<file path="src/rtl/seven_segment_scan_driver_if.sv">
// Bus between a value source and the 7-segment scan driver.
// The source drives the display data and the live controls.
// The driver returns the pin-level segment and anode drive plus a frame marker.
interface seven_segment_scan_driver_if #(
  parameter int Digits = 4
);
  logic [Digits*4-1:0] value;
  logic [Digits-1:0]   dp;
  logic                load;
  logic                hex_mode;
  logic                blank_lz;
  logic [3:0]          brightness;
  logic [7:0]          segments;
  logic [Digits-1:0]   anodes;
  logic                frame_done;

  modport master (
    output value, dp, load, hex_mode, blank_lz, brightness,
    input  segments, anodes, frame_done
  );

  modport slave (
    input  value, dp, load, hex_mode, blank_lz, brightness,
    output segments, anodes, frame_done
  );
endinterface

</file>
<file path="src/rtl/seven_segment_scan_driver.sv">
// Time-multiplexed 7-segment display driver.
// The driver captures value/dp into a shadow register on load.
// It scans one digit per ClkDivide clocks, with decimal or hex decode,
// leading-zero blanking and 16-level PWM brightness.
// All pin outputs are registered, and they follow the scan state with one cycle of latency.
module seven_segment_scan_driver #(
  parameter int Digits    = 4,
  parameter int ClkDivide = 1000,
  parameter bit ActiveLow = 1'b1
) (
  input logic                        clk,
  input logic                        rst,
  seven_segment_scan_driver_if.slave bus
);
  localparam int Width  = Digits * 4;
  localparam int TickW  = (ClkDivide > 1) ? $clog2(ClkDivide) : 1;
  localparam int DigitW = (Digits > 1) ? $clog2(Digits) : 1;
  // tick*16 and (brightness+1)*ClkDivide both fit below 2^(TickW+5).
  localparam int PwmW   = TickW + 6;

  localparam logic [TickW-1:0]  LastTick  = TickW'(ClkDivide - 1);
  localparam logic [DigitW-1:0] LastDigit = DigitW'(Digits - 1);
  localparam logic [PwmW-1:0]   DivideW   = PwmW'(ClkDivide);
  localparam logic [7:0]        SegPol    = {8{ActiveLow}};
  localparam logic [Digits-1:0] AnPol     = {Digits{ActiveLow}};

  logic [TickW-1:0]  tick_r;
  logic [DigitW-1:0] digit_r;
  logic [Width-1:0]  shadow_value_r;
  logic [Digits-1:0] shadow_dp_r;
  logic [7:0]        segments_r;
  logic [Digits-1:0] anodes_r;
  logic              frame_done_r;

  logic [3:0]        nibble_s;
  logic              dp_bit_s;
  logic              lz_run_s;
  logic              lz_s;
  logic              blank_s;
  logic [Digits-1:0] onehot_s;
  logic [6:0]        glyph_s;
  logic [PwmW-1:0]   tick_scaled_s;
  logic [PwmW-1:0]   limit_s;
  logic              pwm_on_s;

  // Logical g..a pattern for one code. Codes 10-15 are dark unless hex is set.
  function automatic logic [6:0] decode_digit(input logic [3:0] code, input logic hex);
    logic [6:0] seg;
    case (code)
      4'h0:    seg = 7'h3F;
      4'h1:    seg = 7'h06;
      4'h2:    seg = 7'h5B;
      4'h3:    seg = 7'h4F;
      4'h4:    seg = 7'h66;
      4'h5:    seg = 7'h6D;
      4'h6:    seg = 7'h7D;
      4'h7:    seg = 7'h07;
      4'h8:    seg = 7'h7F;
      4'h9:    seg = 7'h6F;
      4'hA:    seg = hex ? 7'h77 : 7'h00;
      4'hB:    seg = hex ? 7'h7C : 7'h00;
      4'hC:    seg = hex ? 7'h39 : 7'h00;
      4'hD:    seg = hex ? 7'h5E : 7'h00;
      4'hE:    seg = hex ? 7'h79 : 7'h00;
      4'hF:    seg = hex ? 7'h71 : 7'h00;
      default: seg = 7'h00;
    endcase
    return seg;
  endfunction

  // Pick the selected digit's nibble and dp, and find whether it sits in the leading-zero run.
  always_comb begin
    nibble_s = 4'h0;
    dp_bit_s = 1'b0;
    lz_run_s = 1'b1;
    lz_s     = 1'b0;
    onehot_s = {Digits{1'b0}};
    for (int i = Digits - 1; i >= 0; i--) begin
      lz_run_s = lz_run_s & (shadow_value_r[i*4 +: 4] == 4'h0);
      if (DigitW'(i) == digit_r) begin
        nibble_s    = shadow_value_r[i*4 +: 4];
        dp_bit_s    = shadow_dp_r[i];
        lz_s        = lz_run_s;
        onehot_s[i] = 1'b1;
      end else begin
        onehot_s[i] = 1'b0;
      end
    end
  end

  // Glyph with blanking, plus the PWM on-window for the current tick.
  always_comb begin
    blank_s       = bus.blank_lz & lz_s & (digit_r != {DigitW{1'b0}});
    glyph_s       = blank_s ? 7'h00 : decode_digit(nibble_s, bus.hex_mode);
    tick_scaled_s = PwmW'({tick_r, 4'b0000});
    limit_s       = (PwmW'(bus.brightness) + PwmW'(1)) * DivideW;
    pwm_on_s      = (bus.brightness == 4'hF) | (tick_scaled_s < limit_s);
  end

  // Scan counters, shadow capture and registered pin drive.
  always_ff @(posedge clk) begin
    if (rst) begin
      tick_r         <= {TickW{1'b0}};
      digit_r        <= {DigitW{1'b0}};
      shadow_value_r <= {Width{1'b0}};
      shadow_dp_r    <= {Digits{1'b0}};
      segments_r     <= SegPol;
      anodes_r       <= AnPol;
      frame_done_r   <= 1'b0;
    end else begin
      if (tick_r == LastTick) begin
        tick_r  <= {TickW{1'b0}};
        digit_r <= (digit_r == LastDigit) ? {DigitW{1'b0}} : digit_r + DigitW'(1);
      end else begin
        tick_r  <= tick_r + TickW'(1);
      end

      if (bus.load) begin
        shadow_value_r <= bus.value;
        shadow_dp_r    <= bus.dp;
      end

      if (pwm_on_s) begin
        segments_r <= {dp_bit_s, glyph_s} ^ SegPol;
        anodes_r   <= onehot_s ^ AnPol;
      end else begin
        segments_r <= SegPol;
        anodes_r   <= AnPol;
      end

      frame_done_r <= (tick_r == LastTick) & (digit_r == LastDigit);
    end
  end

  assign bus.segments   = segments_r;
  assign bus.anodes     = anodes_r;
  assign bus.frame_done = frame_done_r;
endmodule

</file>
<file path="src/flat_wrapper.sv">
// flat-port wrapper written by rule: the top's interface ports become plain ports
module seven_segment_scan_driver_flat 
#(
  parameter int Digits    = 4,
  parameter int ClkDivide = 1000,
  parameter bit ActiveLow = 1'b1
)
  (clk, rst, bus_value, bus_dp, bus_load, bus_hex_mode, bus_blank_lz, bus_brightness, bus_segments, bus_anodes, bus_frame_done);
  seven_segment_scan_driver_if #(.Digits(Digits)) bus_i ();
  input logic clk;
  input logic rst;
  input wire logic [$bits(bus_i.value)-1:0] bus_value;
  input wire logic [$bits(bus_i.dp)-1:0] bus_dp;
  input wire logic [$bits(bus_i.load)-1:0] bus_load;
  input wire logic [$bits(bus_i.hex_mode)-1:0] bus_hex_mode;
  input wire logic [$bits(bus_i.blank_lz)-1:0] bus_blank_lz;
  input wire logic [$bits(bus_i.brightness)-1:0] bus_brightness;
  output wire logic [$bits(bus_i.segments)-1:0] bus_segments;
  output wire logic [$bits(bus_i.anodes)-1:0] bus_anodes;
  output wire logic [$bits(bus_i.frame_done)-1:0] bus_frame_done;
  assign bus_i.value = bus_value;
  assign bus_i.dp = bus_dp;
  assign bus_i.load = bus_load;
  assign bus_i.hex_mode = bus_hex_mode;
  assign bus_i.blank_lz = bus_blank_lz;
  assign bus_i.brightness = bus_brightness;
  assign bus_segments = bus_i.segments;
  assign bus_anodes = bus_i.anodes;
  assign bus_frame_done = bus_i.frame_done;
  seven_segment_scan_driver #(.Digits(Digits), .ClkDivide(ClkDivide), .ActiveLow(ActiveLow)) u_core (.clk(clk), .rst(rst), .bus(bus_i));
endmodule
</file>
<file path="config.mk">
export PLATFORM = sky130hd
export DESIGN_NAME = seven_segment_scan_driver_flat
export DESIGN_NICKNAME = d
export VERILOG_FILES = /design/src/rtl/seven_segment_scan_driver_if.sv /design/src/rtl/seven_segment_scan_driver.sv /design/src/flat_wrapper.sv
export SDC_FILE = /design/constraint.sdc
export NUM_CORES = 1
export LEC_CHECK = 0
export CAP_MARGIN = 20
export CORE_MARGIN = 3
export CORE_UTILIZATION = 30
export DETAILED_ROUTE_END_ITERATION = 8
export PLACE_DENSITY = 0.51
export SETUP_SLACK_MARGIN = 0.1
export SYNTH_ARGS = -nofsm -noshare
export SYNTH_HDL_FRONTEND = slang
export SYNTH_SLANG_ARGS = --single-unit
</file>
<file path="constraint.sdc">
create_clock -name clk -period 13.6 [get_ports clk]
set_input_delay 2.04 -clock clk [delete_from_list [all_inputs] [get_ports clk]]
set_output_delay 2.04 -clock clk [all_outputs]
set_load 0.05 [all_outputs]
</file>
# Word level (Yosys, flattened, before mapping)
# Index checks and enable logic that the tools add are counted.
# word_totals
reg_bits	45
output_inout_bits	13
wordCells	77
# op_classes
n_addsub	3
multipliers	1
magnitude_cmp	1
eq_ne	21
muxes	25
bitwise_logic	10
reduce_logical	9
# ops
operator	n
$pmux 7 s16	1
$mux 7	6
$eq 4x4->1 const B	9
$logic_not 4->1	5
$eq 4x3->1 const B	4
$lt 14x16->1	1
$mul 16x7->13 const B	1
$mux 4	4
$mux 1	12
$add 10x1->10 const B	1
$eq 10x10->1 const B	1
$eq 4x2->1 const B	2
$not 8->8	1
$and 1x1->1	6
$mux 6	1
$add 4x1->5 const B	1
$eq 2x2->1 const A	2
$eq 4x1->1 const B	1
$not 4->4	1
$reduce_or 2->1	2
$add 2x1->2 const B	1
$eq 1x2->1 const A	1
$eq 2x2->1 const B	1
$logic_not 2->1	1
other kinds (4)	4

# Longest topological paths before layout
# depth
depth_word	9
depth_mapped	21

# Worst setup path before layout
# No wires, ideal clock.
# synth_path
path_kind	input -> register
from	input bus_brightness[0]
to	register u_core.segments_r[3] (netlist: u_core.bus.segments[3])
setup_time_ns	0.132
arrival_time_ns	6.413
setup_slack_ns	7.055
cell_stages	19
path_cell_list	ha_1 xor2_1 inv_1 fa_1 fa_1 fa_1 inv_1 ha_1 o211ai_1 a21boi_0 nor2_1 xor2_1 ha_1 and3_1 a2111oi_0 a31oi_1 a31oi_1 buf_2 nand4_1
# synth_between
elab_chain_cells	6
# synth_lines
item	line	rtl
start: declaration	flat_wrapper.sv:17	input wire logic [$bits(bus_i.brightness)-1:0] bus_brightness;
$add 4x1->5	seven_segment_scan_driver.sv:96	limit_s = (PwmW'(bus.brightness) + PwmW'(1)) * DivideW;
$mul 16x7->13	seven_segment_scan_driver.sv:96	
$lt 14x16->1	seven_segment_scan_driver.sv:97	pwm_on_s = (bus.brightness == 4'hF) | (tick_scaled_s < limit_s);
$or 1x1->1 *	seven_segment_scan_driver.sv:97	
$not 1->1 (no line) *	-	
$reduce_or 2->1 (no line) *	-	
end signal: assignment	seven_segment_scan_driver.sv:107	segments_r <= SegPol;
end signal: assignment	seven_segment_scan_driver.sv:124	segments_r <= {dp_bit_s, glyph_s} ^ SegPol;
end signal: assignment	seven_segment_scan_driver.sv:127	segments_r <= SegPol;
end: declaration	seven_segment_scan_driver.sv:31	logic [7:0] segments_r;
# Every way passes the cells marked *; elsewhere a longest branch is shown, timed or not.
# A chain may end at the register's enable or synchronous reset.

# Final worst setup path
# layout_path
from	input bus_brightness[0]
to	register u_core.segments_r[6] (netlist: u_core.bus.segments[6])
# The elaborated chain is that of the path after synthesis.

==> metrics <==
full die area=0.0116 mm²; Slew @ Worst Pin=0.862 ns; Startpoint Class=input port; initial antenna violation count=0; core area=0.00995 mm²; CP Max Fanout=12; Final WS setup=5.75 ns; largest net degree at the start of global routing=28; post-synthesis cell count=341; Req. time, crit path=13.73 ns; vias in the first global route=2310; detailed placement HPWL=5350 µm; CTS max path bufs=2; Worst Path Arrival=7.97 ns; Avg Synthesized Cell Area=9.14 µm²; # resized after CTS=0; Setup TNS=0 ns; Final nets=453; Mapped Area=0.00312 mm²; die height=108 µm; top-level I/O count=42; P_leak=1.64 nW; clk root buf=clkbuf_8; Setup Viol. Count Final=0; CTS tree=yes; max cap viols=0; clk slew on worst S/H paths=0.08 ns; Fin Hold WS=0.495 ns; synthesized flop and latch total=45; number of synthesized flops with an enable pin=0; cts hold-fix bufs=0; DR iter-0 viols=108; maximum VDD drop=0.0000332 V; Final Cycle Share=0.577; most common flop cell mapped by yosys=dfxtp_1; total number of vias=2420; YS warnings=0; # DRC=0; antenna cells=0; Global Route Usage Sum=0.122; share of flip-flops with an asynchronous set or reset=0; port buffer count=41; die width=108 µm; layout cell share with drive strength beyond 1=0.0529; Unique masters post-synth=50; Initial Utilization=0.313; clk_skew=0.00747 ns; worst hold path type=flip-flop to flip-flop; first-pass GRT wire length=11500 µm; antenna-violating nets left=0; Max Slew Vio Count=0; sequential share of the synthesized area=0.289; Pwr Density=102 mW/mm²; RSZ-0062 raised after global routing=no; Pre-antenna DRT Iters=4; fmax=0.127 GHz; clock buffer count from CTS=5; Total Wirelength=6820 µm; clock sinks=45; H-tree depth=2; worst-skew pair later-pin latency=0.29 ns; final RePlAce weighted congestion=0.826; outcome=finished clean; fin crit period=7.85 ns; total setup buffers inserted after CTS=0; critical path endpoint category=flip-flop; Hold Vio Cnt, Final=0; DR WL/cell=13.3 µm; CP Class=input port to flip-flop; pre-CTS setup slack=5.43 ns; grt total ovfl=0; Area growth, synth to finish=19.4%; Std-Cell Rows=36; Max transition margin=0.422; vias per cell=4.74; Synth Net Count=416
==> layer usage <==
layer	wire (µm)	GRT usage	up-vias	share of wire
met2	2930	0.176	45	0.43
met5	0	0	-	0
met4	43	0.0243	0	0.0063
met3	242	0.0252	5	0.035
met1	3610	0.187	1105	0.53
li1	-	-	1265	-
==> cell type report <==
type / instances / area (µm²)
clock buffer: 7 / 86.3
tap: 133 / 166
timing repair buffer: 43 / 425
fill: 1018 / 6230
multi-input combinational: 256 / 2040
sequential: 45 / 901
inverter: 27 / 101
==> cell usage in the layout, fill, tap and decap left out, types with 4 or more instances in the layout <==
| cell type | count |
|---|---|
| dfxtp_1 | 45 |
| nor2_1 | 41 |
| clkdlybuf4s50_1 | 41 |
| ha_1 | 36 |
| inv_1 | 27 |
| mux2i_1 | 23 |
| nand2_1 | 18 |
| o21ai_0 | 13 |
| nand3_1 | 11 |
| a21oi_1 | 11 |
| xnor2_1 | 10 |
| fa_1 | 10 |
| xor2_1 | 6 |
| clkbuf_8 | 6 |
| nor2b_1 | 5 |
| a211o_1 | 5 |
| a211oi_1 | 5 |
| nor4_1 | 5 |
| nor3_1 | 5 |
| nand4_1 | 4 |
==> report_power, final <==
part           internal, mW  leakage [nW]  total, mW  switching [mW]
clock                0.0404        0.0443     0.0826          0.0423
sequential            0.138         0.370      0.143         0.00452
combinational        0.0697          1.23      0.155          0.0849
==> synth_stat cells, types with 3 or more instances <==
cell type  instances  area [µm²]
mux2i_1           23         230
nor2_1            41         154
nand3b_1           3        22.5
xor2_1             6        52.6
nand4_1            4        25.0
inv_1             27         101
fa_1              10         200
buf_2              5        25.0
a221o_1            3        30.0
a211oi_2           3        37.5
nor3_1             5        25.0
a21oi_1           11        55.1
and3_1             3        18.8
a211o_1            5        43.8
a31oi_1            3        18.8
o21ai_0           13        65.1
xnor2_1           10        87.6
nor2b_1            5        31.3
dfxtp_1           45         901
clkbuf_1           5        18.8
nor4_1             5        31.3
o211ai_1           3        22.5
a211oi_1           5        37.5
a21o_1             3        22.5
nand3_1           11        55.1
nand2_1           18        67.6
ha_1              36         450
==> per-stage QoR <==
step	power (mW)	utilization	std cells	cell area, µm²
4_1_cts	0.385	0.374	511	3720
5_1_grt	0.413	0.374	511	3720
6_report	0.380	0.374	511	3720
2_1_floorplan	0.261	-	341	3120
3_5_place_dp	0.301	0.365	504	3630
3_3_place_gp	0.301	0.365	504	3630
==> flip-flops by register name (all words and copies together), names as in the netlist <==
signal	cells
u_core.tick_r	10
u_core.bus.anodes	4
u_core.bus.frame_done	1
u_core.bus.segments	8
u_core.digit_r	2
u_core.shadow_dp_r	4
u_core.shadow_value_r	16
==> critical path: stages <==
cell	delay (ns)
clkdlybuf4s50_1	0.74
ha_1	0.27
xor2_1	0.31
inv_1	0.18
fa_1	0.55
fa_1	0.54
fa_1	0.55
inv_1	0.04
ha_1	0.31
o211ai_1	0.13
a21boi_0	0.19
nor2_1	0.07
xor2_1	0.14
ha_1	0.28
and3_1	0.18
a2111oi_0	0.36
a31oi_1	0.16
a31oi_1	0.73
o21ai_0	0.19
==> logic make-up (layout without fill, tap and decap cells) <==
| logic type | Yosys count | count (layout) | share of synthesized area |
|---|---|---|---|
| and+or+nand+nor | 110 | 110 | 0.184 |
| AOI/OAI and AO/OA | 61 | 61 | 0.143 |
| adders and majority gates | 46 | 46 | 0.209 |
| DFF | 45 | 45 | 0.289 |
| buffers and inverters | 40 | 77 | 0.0562 |
| muxes | 23 | 23 | 0.0739 |
| xor gates and xnor gates | 16 | 16 | 0.0450 |
==> final timing paths <==
| kind | start | endpoint | cells after the start | slack [ns] |
|---|---|---|---|---|
| min reg2reg | u_core.tick_r[0] | u_core.tick_r[0] | 1 | 0.50 |
| max reg2reg | u_core.tick_r[4] | u_core.bus.segments[6] | 6 | 11.06 |
| max | bus_brightness[0] | u_core.bus.segments[6] | 19 | 5.75 |
| min | u_core.tick_r[0] | u_core.tick_r[0] | 1 | 0.50 |
Power figures use the tool's default switching activity.
